## src/rtl/display_button_scanner.sv

```systemverilog
// display_button_scanner
//
// Serial-to-parallel front end for the display-board push buttons. It drives a
// 74HC165-style parallel-in/serial-out register and shifts its contents in
// MSB-first. Each complete scan is published as one stable parallel word for
// the displaybuttons PIO. The block scans continuously from reset.
//
// Ports
//   clk          in   system clock (CLOCK_50 domain)
//   reset_n      in   asynchronous active-low reset
//   shift_out    in   serial data from the register (asynchronous, synchronised here)
//   shift_load   out  active-low parallel load strobe to the register
//   shift_clkin  out  shift clock; the register advances on its rising edge
//   buttons      out  last complete scan, XORed with INVERT
//   scan_done    out  one-cycle pulse when buttons is updated
//   changed      out  one-cycle pulse with scan_done when buttons took a new value
//   dbg_state_o  out  current FSM state, for observation only
//
// Every output is registered. Its next value is derived from the next FSM
// state, so each output changes on the same edge as the state it belongs to.

module display_button_scanner #(
    parameter int NUM_BITS = 8,     // bits shifted per scan (2..32)
    parameter int CLK_DIV  = 4,     // clk cycles per shift-clock phase / load pulse (>= 2)
    parameter int SCAN_GAP = 0,     // idle clk cycles between scans (0..65535)
    parameter bit INVERT   = 1'b1   // 1: buttons = ~raw (active-low switches)
) (
    input  logic                clk,
    input  logic                reset_n,
    input  logic                shift_out,
    output logic                shift_load,
    output logic                shift_clkin,
    output logic [NUM_BITS-1:0] buttons,
    output logic                scan_done,
    output logic                changed,
    output logic [2:0]          dbg_state_o
);

    localparam int PW = $clog2(CLK_DIV + 1);
    localparam int IW = $clog2(NUM_BITS);

    localparam logic [PW-1:0]       PH_LAST  = PW'(CLK_DIV - 1);
    localparam logic [IW-1:0]       IDX_LAST = IW'(NUM_BITS - 1);
    localparam logic [15:0]         GAP_LEN  = 16'(SCAN_GAP);
    localparam logic [NUM_BITS-1:0] INV_MASK = {NUM_BITS{INVERT}};

    // GAP is encoded as zero. Reset therefore clears the state into GAP with
    // an empty gap counter, and GAP then exits to LOAD on the first edge
    // after reset is released.
    typedef enum logic [2:0] {
        ST_GAP  = 3'd0,
        ST_LOAD = 3'd1,
        ST_LOW  = 3'd2,
        ST_HIGH = 3'd3,
        ST_DONE = 3'd4
    } state_t;

    state_t              state_q, state_d;
    logic [PW-1:0]       phase_q, phase_d;
    logic [IW-1:0]       idx_q, idx_d;
    logic [15:0]         gap_q, gap_d;
    logic [NUM_BITS-1:0] cap_q, cap_d;
    logic [NUM_BITS-1:0] buttons_q, buttons_d;
    logic [1:0]          sync_q;
    logic                scan_done_q, scan_done_d;
    logic                changed_q, changed_d;
    logic                shift_load_q, shift_load_d;
    logic                shift_clkin_q, shift_clkin_d;
    logic                phase_last;

    assign phase_last = (phase_q == PH_LAST);

    always_comb begin
        state_d     = state_q;
        phase_d     = phase_q + PW'(1);
        idx_d       = idx_q;
        gap_d       = gap_q;
        cap_d       = cap_q;
        buttons_d   = buttons_q;
        scan_done_d = 1'b0;
        changed_d   = 1'b0;

        case (state_q)
            ST_GAP: begin
                phase_d = '0;
                // The gap counter counts down from SCAN_GAP. A value of 0 or 1
                // means this is the last idle cycle.
                if (gap_q <= 16'd1) begin
                    state_d = ST_LOAD;
                    gap_d   = '0;
                end else begin
                    gap_d = gap_q - 16'd1;
                end
            end
            ST_LOAD: begin
                if (phase_last) begin
                    state_d = ST_LOW;
                    phase_d = '0;
                    idx_d   = '0;
                end
            end
            ST_LOW: begin
                if (phase_last) begin
                    // Sample at the end of the low phase. Register data has been
                    // stable for 2*CLK_DIV-1 cycles here, which covers the
                    // synchroniser delay.
                    cap_d   = {cap_q[NUM_BITS-2:0], sync_q[1]};
                    phase_d = '0;
                    if (idx_q == IDX_LAST) begin
                        state_d     = ST_DONE;
                        buttons_d   = cap_d ^ INV_MASK;
                        scan_done_d = 1'b1;
                        changed_d   = (buttons_d != buttons_q);
                    end else begin
                        state_d = ST_HIGH;
                    end
                end
            end
            ST_HIGH: begin
                if (phase_last) begin
                    state_d = ST_LOW;
                    phase_d = '0;
                    idx_d   = idx_q + IW'(1);
                end
            end
            ST_DONE: begin
                phase_d = '0;
                if (SCAN_GAP > 0) begin
                    state_d = ST_GAP;
                    gap_d   = GAP_LEN;
                end else begin
                    state_d = ST_LOAD;
                end
            end
            default: begin
                state_d = ST_GAP;
                phase_d = '0;
                gap_d   = '0;
            end
        endcase

        shift_load_d  = (state_d != ST_LOAD);
        shift_clkin_d = (state_d == ST_HIGH);
    end

    always_ff @(posedge clk or negedge reset_n) begin
        if (!reset_n) begin
            state_q       <= ST_GAP;
            phase_q       <= '0;
            idx_q         <= '0;
            gap_q         <= '0;
            cap_q         <= '0;
            buttons_q     <= '0;
            sync_q        <= '0;
            scan_done_q   <= 1'b0;
            changed_q     <= 1'b0;
            shift_load_q  <= 1'b1;
            shift_clkin_q <= 1'b0;
        end else begin
            state_q       <= state_d;
            phase_q       <= phase_d;
            idx_q         <= idx_d;
            gap_q         <= gap_d;
            cap_q         <= cap_d;
            buttons_q     <= buttons_d;
            sync_q        <= {sync_q[0], shift_out};
            scan_done_q   <= scan_done_d;
            changed_q     <= changed_d;
            shift_load_q  <= shift_load_d;
            shift_clkin_q <= shift_clkin_d;
        end
    end

    assign shift_load  = shift_load_q;
    assign shift_clkin = shift_clkin_q;
    assign buttons     = buttons_q;
    assign scan_done   = scan_done_q;
    assign changed     = changed_q;
    assign dbg_state_o = state_q;

endmodule

```

## config.mk

```make
export PLATFORM = sky130hd
export DESIGN_NAME = display_button_scanner
export DESIGN_NICKNAME = d
export VERILOG_FILES = /design/src/rtl/display_button_scanner.sv
export SDC_FILE = /design/constraint.sdc
export NUM_CORES = 1
export LEC_CHECK = 0
export BUFFER_PORTS_ARGS = -buffer_cell sky130_fd_sc_hd__buf_2
export CORE_MARGIN = 1.5
export CORE_UTILIZATION = 45
export CTS_CLUSTER_SIZE = 30
export DETAILED_ROUTE_END_ITERATION = 16
export PLACE_DENSITY = 0.74
export SYNTH_ARGS = -nofsm -noshare
export SYNTH_HDL_FRONTEND = slang
export SYNTH_SLANG_ARGS = --single-unit
```

## constraint.sdc

```tcl
create_clock -name clk -period 4.16 [get_ports clk]
set_clock_uncertainty 0.2 [all_clocks]
set_input_delay 0.416 -clock clk [delete_from_list [all_inputs] [get_ports clk]]
set_output_delay 0.416 -clock clk [all_outputs]
set_load 0.1 [all_outputs]
```

### Word level (Yosys, flattened, before mapping)

Index checks and enable logic that the tools add are counted.

| storage, ports and cells | value |
|---|---|
| logic and storage cells | 53 |
| bits of input ports | 3 |
| output and inout bits | 15 |
| bits in registers | 46 |

| cells by class | value |
|---|---|
| $lt $le $gt $ge | 1 |
| mux-type cells | 18 |
| $add $sub $neg | 3 |
| bitwise gates (word level) | 1 |
| equal/unequal tests | 11 |
| reductions and logical operators | 8 |

Operators with widths:

| operator | count |
|---|---|
| 16-bit case mux with 2 select lines | 1 |
| 3-bit 2-to-1 mux | 8 |
| 16-bit by 1-bit <= comparator with 1-bit output, second input constant | 1 |
| 16-bit 2-to-1 mux | 1 |
| 16-bit by 1-bit subtractor with 16-bit output, second input constant | 1 |
| 3-bit by 2-bit == test with 1-bit output, second input constant | 4 |
| 3-bit case mux with 4 select lines | 1 |
| 8-bit inequality test | 1 |
| 8-bit NOT | 1 |
| 3-bit by 1-bit adder with 3-bit output, second input constant | 2 |
| 3-bit == test, second input constant | 2 |
| 1-bit 2-to-1 mux | 6 |
| 3-bit case mux with 2 select lines | 1 |
| 3-bit AND reduction | 2 |
| 2-bit inequality test, second input constant | 2 |
| 4-bit OR reduction | 1 |
| 3-bit by 1-bit == test with 1-bit output, second input constant | 1 |
| 3-bit zero test | 1 |
| 3-bit by 1-bit inequality test with 1-bit output, second input constant | 1 |
| 3-bit OR reduction | 1 |
| 2-bit AND reduction | 1 |
| 2-bit nonzero test | 1 |
| 2-bit OR reduction | 1 |

### Logic depth before layout (Yosys ltp)

Gate-level depths: netlist (run 1).

| depth | value |
|---|---|
| depth in word-level cells | 5 |
| mapped depth | 7 |
| depth with buffers taken out | 6 |

### Worst setup path before layout (run 1)

OpenSTA, ideal clock, no wires.

| timing | value |
|---|---|
| kind | reg2reg |
| start | reg state_q[1] (netlist: dbg_state_o[1]) |
| end | reg buttons_q[1] (netlist: buttons[1]) |
| required time | 3.877 ns |
| clock period less this slack | 2.334 ns |
| cell stages (with the launch flop) | 6 |
| arrival | 2.052 ns |
| slack | 1.826 ns |
| library setup time | 0.083 ns |
| buffers on the path | 2 |
| cells stage by stage | dfrtp_1 -> nand2b_1 -> or4_1 -> clkbuf_1 -> clkbuf_1 -> o21ai_0 |

| between the ends | value |
|---|---|
| longest elaborated chain between the ends | 2 |

RTL lines:

| item | RTL line | source |
|---|---|---|
| start: declaration | 58 | `state_t state_q, state_d;` |
| start signal: assignment | 160 | `state_q <= state_d;` |
| 3-bit by 2-bit == test with 1-bit output | 83 | `case (state_q)` |
| 3-bit AND reduction (no source line) | -- |  |
| end signal: assignment | 165 | `buttons_q <= buttons_d;` |
| end: declaration | 63 | `logic [NUM_BITS-1:0] buttons_q, buttons_d;` |

Every way passes these cells.
A chain may end at the register's enable or synchronous reset.

### Worst setup path in the final report (run 1)

| timing | value |
|---|---|
| start | reg gap_q[13] |
| end | reg gap_q[6] |

| between the ends | value |
|---|---|
| longest elaborated chain between the ends | 3 |

RTL lines:

| item | RTL line | source |
|---|---|---|
| start: declaration | 61 | `logic [15:0] gap_q, gap_d;` |
| start signal: assignment | 163 | `gap_q <= gap_d;` |
| 16-bit by 1-bit <= comparator with 1-bit output | 88 | `if (gap_q <= 16'd1) begin` |
| 16-bit 2-to-1 mux | 88 |  |
| 16-bit case mux with 2 select lines | 83 |  |

Every way passes these cells.

==> flow_summary.toml, run 1 <==
[cts]
cts_buffer_depth = 2
cts_buffers = 5
ctsResizeCount = 0
cts_sinks = 46
clk_pin_slew_worst_paths_ns = 0.08
clock_latency_ns = 0.30
cts_max_level = 2
postCtsSetupBuffers = 0
cts_tree = "done"
cts-root-buf = "clkbuf_8"
ctsHoldBuffers = 0

[sta]
hold_viol_final = 0
relSlewSlack = 0.3468
slew_violations = 0
setup_viol = 0
finalCritPeriodShare = 0.5753
setup_ws_ns = 1.767
setup_tns_ns = 0
final.min_clock_period_ns = 2.393
rsz0062_at_grt = "false"
fmax_mhz = 417.8
worst_pin_slew_ns = 0.9799

[critical_path]
crit_family = "simple AND/OR/NAND/NOR gates"
cp_max_fo = 12
critPathKind = "register to register"
arrival_ns = 2.36
cp_slowest_cell = "or4_4"
crit_chain = "or4_4, or4_4, o21ai_2, o311ai_0"
end_kind = "register"
max_stage_delay_ns = 0.62
cp_num_buf_inv = 0
critPathLaunchType = "register"
required_ns = 4.12
cpMostUsedCell = "or4_4"

[finish]
drive_gt1_frac = 0.1674
final_nets = 246
final_common_cell = "dfrtp_1"
final_cell_mix = "dfrtp_1 (45), nand2_1 (32), o21ai_0 (19)"
syn_to_final_growth_pct = 10.57
fillers = 453
antennaDiodeCount = 0
final_area_mm2 = 0.002486

[yosys]
synth.area.mux_share = 0.03506
synthesis.nets = 231
yosys.area_share.adder = 0.02782
synth_compound_area_frac = 0.1697
synth.distinct_cells = 44
syn_area_mm2 = 0.002248
yosysWarnings = 0
syn_area_per_cell_um2 = 10.08
synth_top_family_by_area = "simple AND/OR/NAND/NOR gates"
ys_seq_elements = 46
synth_xor_xnor_area_share = 0.03116
synth-seq-area-share = 0.5125
yosys.area_share.simple = 0.1853
syn_inst = 223

[floorplanning]
io_pins = 18
chipWidth_um = 73.69
core_area_mm2 = 0.004755
initial_core_util = 0.4729
row_count = 25
fp.dieH_um = 73.69
dieArea_mm2 = 0.005429

[routing]
ant_nets = 0
drc = 0
viasPerCell = 5.526
first_pass_iters = 4
wire_per_inst_um = 13.78
wl_mm = 4.216
initialDrtViolationCount = 138
vias = 1691

[run]
drv_cap = 0

[global_routing]
grt_usage = 0.1741
grt_pass1_wl_mm = 7.134
grt_max_degree = 47
antenna_found_initial = 0
grt_pass1_vias = 1539
overflow = 0

[placement]
placed_area_mm2 = 0.002376
gp_congestion = 0.8705
post-place-ws_ns = 1.762
io_buffers = 17
place_hpwl_mm = 2.977

[power_and_ir_drop]
ir_drop_v = 0.0001273
power_density_mw_per_mm2 = 319.9
p_leak_nw = 1.153

[worst_hold_path]
hp-class = "input pin to register"

[outcome]
status = "finished, final reports clean"
## per-layer routing
layer	wire length, um	up-vias	track usage	share of wire
met5	0	-	0	0
met4	82	0	0.07407	0.019
met3	197	6	0.04115	0.047
met2	2012	49	0.2763	0.48
met1	1923	783	0.2271	0.46
li1	-	853	-	-
## logic make-up (layout without fill, tap and decap cells)
group           Yosys count  count (layout)
compound gates           56              56
xor+xnor                  8               8
fa+ha+maj                 5               5
buf+inv                  21              37
flops                    46              46
mux                       7               7
simple gates             80              80
## worst register-to-register path, stage by stage, from the launching register on
cell and delay, ns:
dfrtp_1 0.41, or4_4 0.57, or4_4 0.62, o21ai_2 0.29
o311ai_0 0.17
## metrics by stage
| step | power (mW) | util | std cells | hold slack [ns] |
|---|---|---|---|---|
| floorplan | 0.4681 | - | 223 | -0.07959 |
| global placement | 0.4790 | 0.4997 | 298 | 0.1324 |
| detailed placement | 0.4794 | 0.4997 | 298 | 0.1371 |
| CTS | 0.8088 | 0.5229 | 306 | 0.003138 |
| global route | 0.8319 | 0.5229 | 306 | 0.008363 |
| finish | 0.7953 | 0.5229 | 306 | 0.01797 |
## synthesized netlist by cell type (all sizes together)
cell type | n | area share
nor3 | 6 | 0.016
a31oi | 3 | 0.0083
ha | 5 | 0.028
or3 | 2 | 0.0056
a21oi | 4 | 0.0089
o211ai | 8 | 0.027
or4 | 4 | 0.017
o22ai | 1 | 0.0028
o41a | 1 | 0.0050
nand2 | 32 | 0.053
nor2b | 2 | 0.0056
nand4 | 2 | 0.0056
dfstp | 1 | 0.012
mux2 | 7 | 0.035
or2 | 2 | 0.0056
o21ai | 21 | 0.048
a41oi | 1 | 0.0039
nand3 | 7 | 0.016
nor3b | 1 | 0.0033
inv | 12 | 0.020
o21bai | 1 | 0.0033
a31o | 1 | 0.0039
nand2b | 3 | 0.0083
clkbuf | 8 | 0.013
o311ai | 5 | 0.019
and3 | 1 | 0.0028
nor4 | 7 | 0.022
buf | 1 | 0.0050
and2 | 2 | 0.0056
o2111ai | 2 | 0.0078
dfrtp | 45 | 0.50
a22oi | 2 | 0.0067
o311a | 1 | 0.0045
xnor2 | 8 | 0.031
nor2 | 7 | 0.012
nor4b | 1 | 0.0039
o32a | 1 | 0.0045
o41ai | 4 | 0.016
nand4b | 1 | 0.0039
## final cells by class
class	instances	area [um^2]	area share
Sequential cell	46	1152	0.4635
Tap cell	67	83.83	0.03372
Clock buffer	6	72.57	0.02919
Clock inverter	2	37.54	0.01510
Timing Repair Buffer	17	85.08	0.03422
Inverter	12	45.04	0.01812
Multi-Input combinational cell	156	1010	0.4061
## registers in the layout, summed over array words and instances, names as in the netlist
register / count
gap_q: 16
buttons: 8
cap_q: 7
dbg_state_o: 3
idx_q: 3
phase_q: 3
sync_q: 2
changed: 1
scan_done: 1
shift_clkin: 1
shift_load: 1
## where the power goes
group | internal, mW | total, mW | switching [mW] | leakage (nW)
clock network | 0.179 | 0.326 | 0.147 | 0.0514
registers | 0.451 | 0.454 | 0.00366 | 0.595
logic | 0.00503 | 0.0149 | 0.00988 | 0.506
total | 0.635 | 0.795 | 0.160 | 1.15
## path summary, 6_finish.rpt
kind                           start  depth (start not counted)         end  slack (ns)
setup / recovery           gap_q[13]                          4    gap_q[6]        1.77
hold / removal             shift_out                          1   sync_q[0]        0.02
setup reg to reg           gap_q[13]                          4    gap_q[6]        1.77
hold reg to reg            sync_q[0]                          0   sync_q[1]        0.15
max in group asynchronous    reset_n                          1  buttons[1]        3.08
min in group asynchronous    reset_n                          1    gap_q[9]        0.07
Power figures use the tool's default switching activity.
==> run 2, diff against run 1 <==
==> constraint.sdc (replaced) <==
create_clock -name clk -period 2.3 [get_ports clk]
set_clock_uncertainty 0.2 [all_clocks]
set_input_delay 0.23 -clock clk [delete_from_list [all_inputs] [get_ports clk]]
set_output_delay 0.23 -clock clk [all_outputs]
set_load 0.1 [all_outputs]
==> run 2 against run 1 <==
  * Global-route usage grew 2.0 points
  * Cell count grew 5.6%
  * Total power grew 85%
  * Via count grew 8.5%
  * Flip-flop and latch count is the same
  * Fmax grew 6.5%
==> flow_summary.toml, run 2 (synthesis gave the netlist of run 1 again) <==
[global_routing]
grt_max_degree = 47
antenna_found_initial = 0
grt_pass1_vias = 1686
grt_pass1_wl_mm = 7.900
overflow = 0
grt_usage = 0.1940

[sta]
hold_viol_final = 0
setup_ws_ns = 0.05249
rsz0062_at_grt = "false"
setup_viol = 0
fmax_mhz = 444.9
final.min_clock_period_ns = 2.248
worst_pin_slew_ns = 0.5878
finalCritPeriodShare = 0.9772
relSlewSlack = 0.6081
setup_tns_ns = 0
slew_violations = 0

[power_and_ir_drop]
p_sw_mw = 0.3143
seqPwrFrac = 0.560
internal_power_mw = 1.154
pwr-share-comb = 0.022
p_total_mw = 1.468
p_clk_frac = 0.418
p_leak_nw = 1.245
power_density_mw_per_mm2 = 554.4
swShare = 0.2141
ir_drop_v = 0.0002152

[finish]
regMostFlops = "gap_q"
syn_to_final_growth_pct = 17.75
final_area_mm2 = 0.002648
antennaDiodeCount = 0
seq_area_mm2 = 0.001155
multi_input_area_mm2 = 0.001021
fillers = 437
fin_util = 0.5568
final_nets = 263
drive_gt1_frac = 0.2305
largest_reg_flops = 16
final_common_cell = "dfrtp_1"
final_cell_mix = "dfrtp_1 (43), nand2_1 (32), o21ai_0 (19)"

[floorplanning]
chipWidth_um = 73.69
core_area_mm2 = 0.004755
dieArea_mm2 = 0.005429
fp.dieH_um = 73.69
io_pins = 18
row_count = 25
initial_core_util = 0.4729

[cts]
cts_sinks = 46
cts-root-buf = "clkbuf_8"
clk_pin_slew_worst_paths_ns = 0.09
cts_max_level = 2
cts_buffer_depth = 2
cts_buffers = 5
cts_tree = "done"
clock_latency_ns = 0.30

[routing]
vias = 1835
ant_nets = 0
viasPerCell = 5.681
first_pass_iters = 4
drc = 0
wire_per_inst_um = 14.96
initialDrtViolationCount = 164
wl_mm = 4.832

[critical_path]
cp_slowest_cell = "or4_4"
end_kind = "register"
critPathLaunchType = "register"
r2r_setup_slack_ns = 0.05
critPathKind = "register to register"
required_ns = 2.25
arrival_ns = 2.20
max_stage_delay_ns = 0.56
cp_max_fo = 6
crit_chain = "or4_4, or4_4, o21ai_4, o311ai_0"
cpMostUsedCell = "or4_4"

[run]
drv_cap = 0

[placement]
placed_area_mm2 = 0.002484
post-place-ws_ns = -0.02839
io_buffers = 17
place_hpwl_mm = 3.288
gp_congestion = 0.9030

[worst_hold_path]
hp-class = "register to register"

[outcome]
status = "finished, final reports clean"
-- run 2: layout make-up --
type,count,share of cell area
Inverter,12,0.01701
Tap cell,67,0.03166
Multi-Input combinational cell,156,0.3856
Clock inverter,3,0.01654
Timing Repair Buffer,34,0.08696
Sequential cell,46,0.4362
Clock buffer,5,0.02599
-- run 2: repair_timing --
item                                    CTS  global route
pin swaps                                 0             2
endpoints found under the hold margin    46             0
hold buffers                              2             0
setup buffers                             0             1
endpoints found under the setup margin    1             6
resized for setup                         1             1
gates cloned                              0             0
-- run 2: worst max-delay path: cells and delay by family (launching register included) --
family | cells | cell delay (ns)
flops | 1 | 0.38
simple gates | 2 | 1.09
compound gates | 2 | 0.43
-- run 2: power by group through the flow --
stage	registers [mW]	clock network, mW	logic (mW)
6_report	0.822	0.614	0.0316
5_1_grt	0.823	0.660	0.0371
4_1_cts	0.822	0.627	0.0331
3_5_place_dp	0.838	0	0.0303
3_3_place_gp	0.838	0	0.0303
2_1_floorplan	0.837	0	0.0100
-- run 2: stage by stage --
stage	hold WS, ns	cells
2_1_floorplan	-0.2656	223
3_3_place_gp	0.1325	312
3_5_place_dp	0.1363	312
4_1_cts	0.1572	322
5_1_grt	0.1697	323
6_report	0.1553	323
-- run 2: layer usage --
metal  GRT usage  routed length [um]  up-vias
met3     0.04115                 216       10
met1      0.2632                2226      881
met2      0.2923                2296       65
met4     0.09877                  91        0
li1            -                   -      879
met5           0                   0        -
-- run 2: path summary, 6_finish.rpt --
kind	from	end	cells after the start
min	sync_q[0]	sync_q[1]	0
min in group asynchronous	reset_n	gap_q[6]	3
max in group asynchronous	reset_n	dbg_state_o[1]	3
max reg2reg	gap_q[13]	gap_q[10]	4
min reg2reg	sync_q[0]	sync_q[1]	0
max	gap_q[13]	gap_q[10]	4
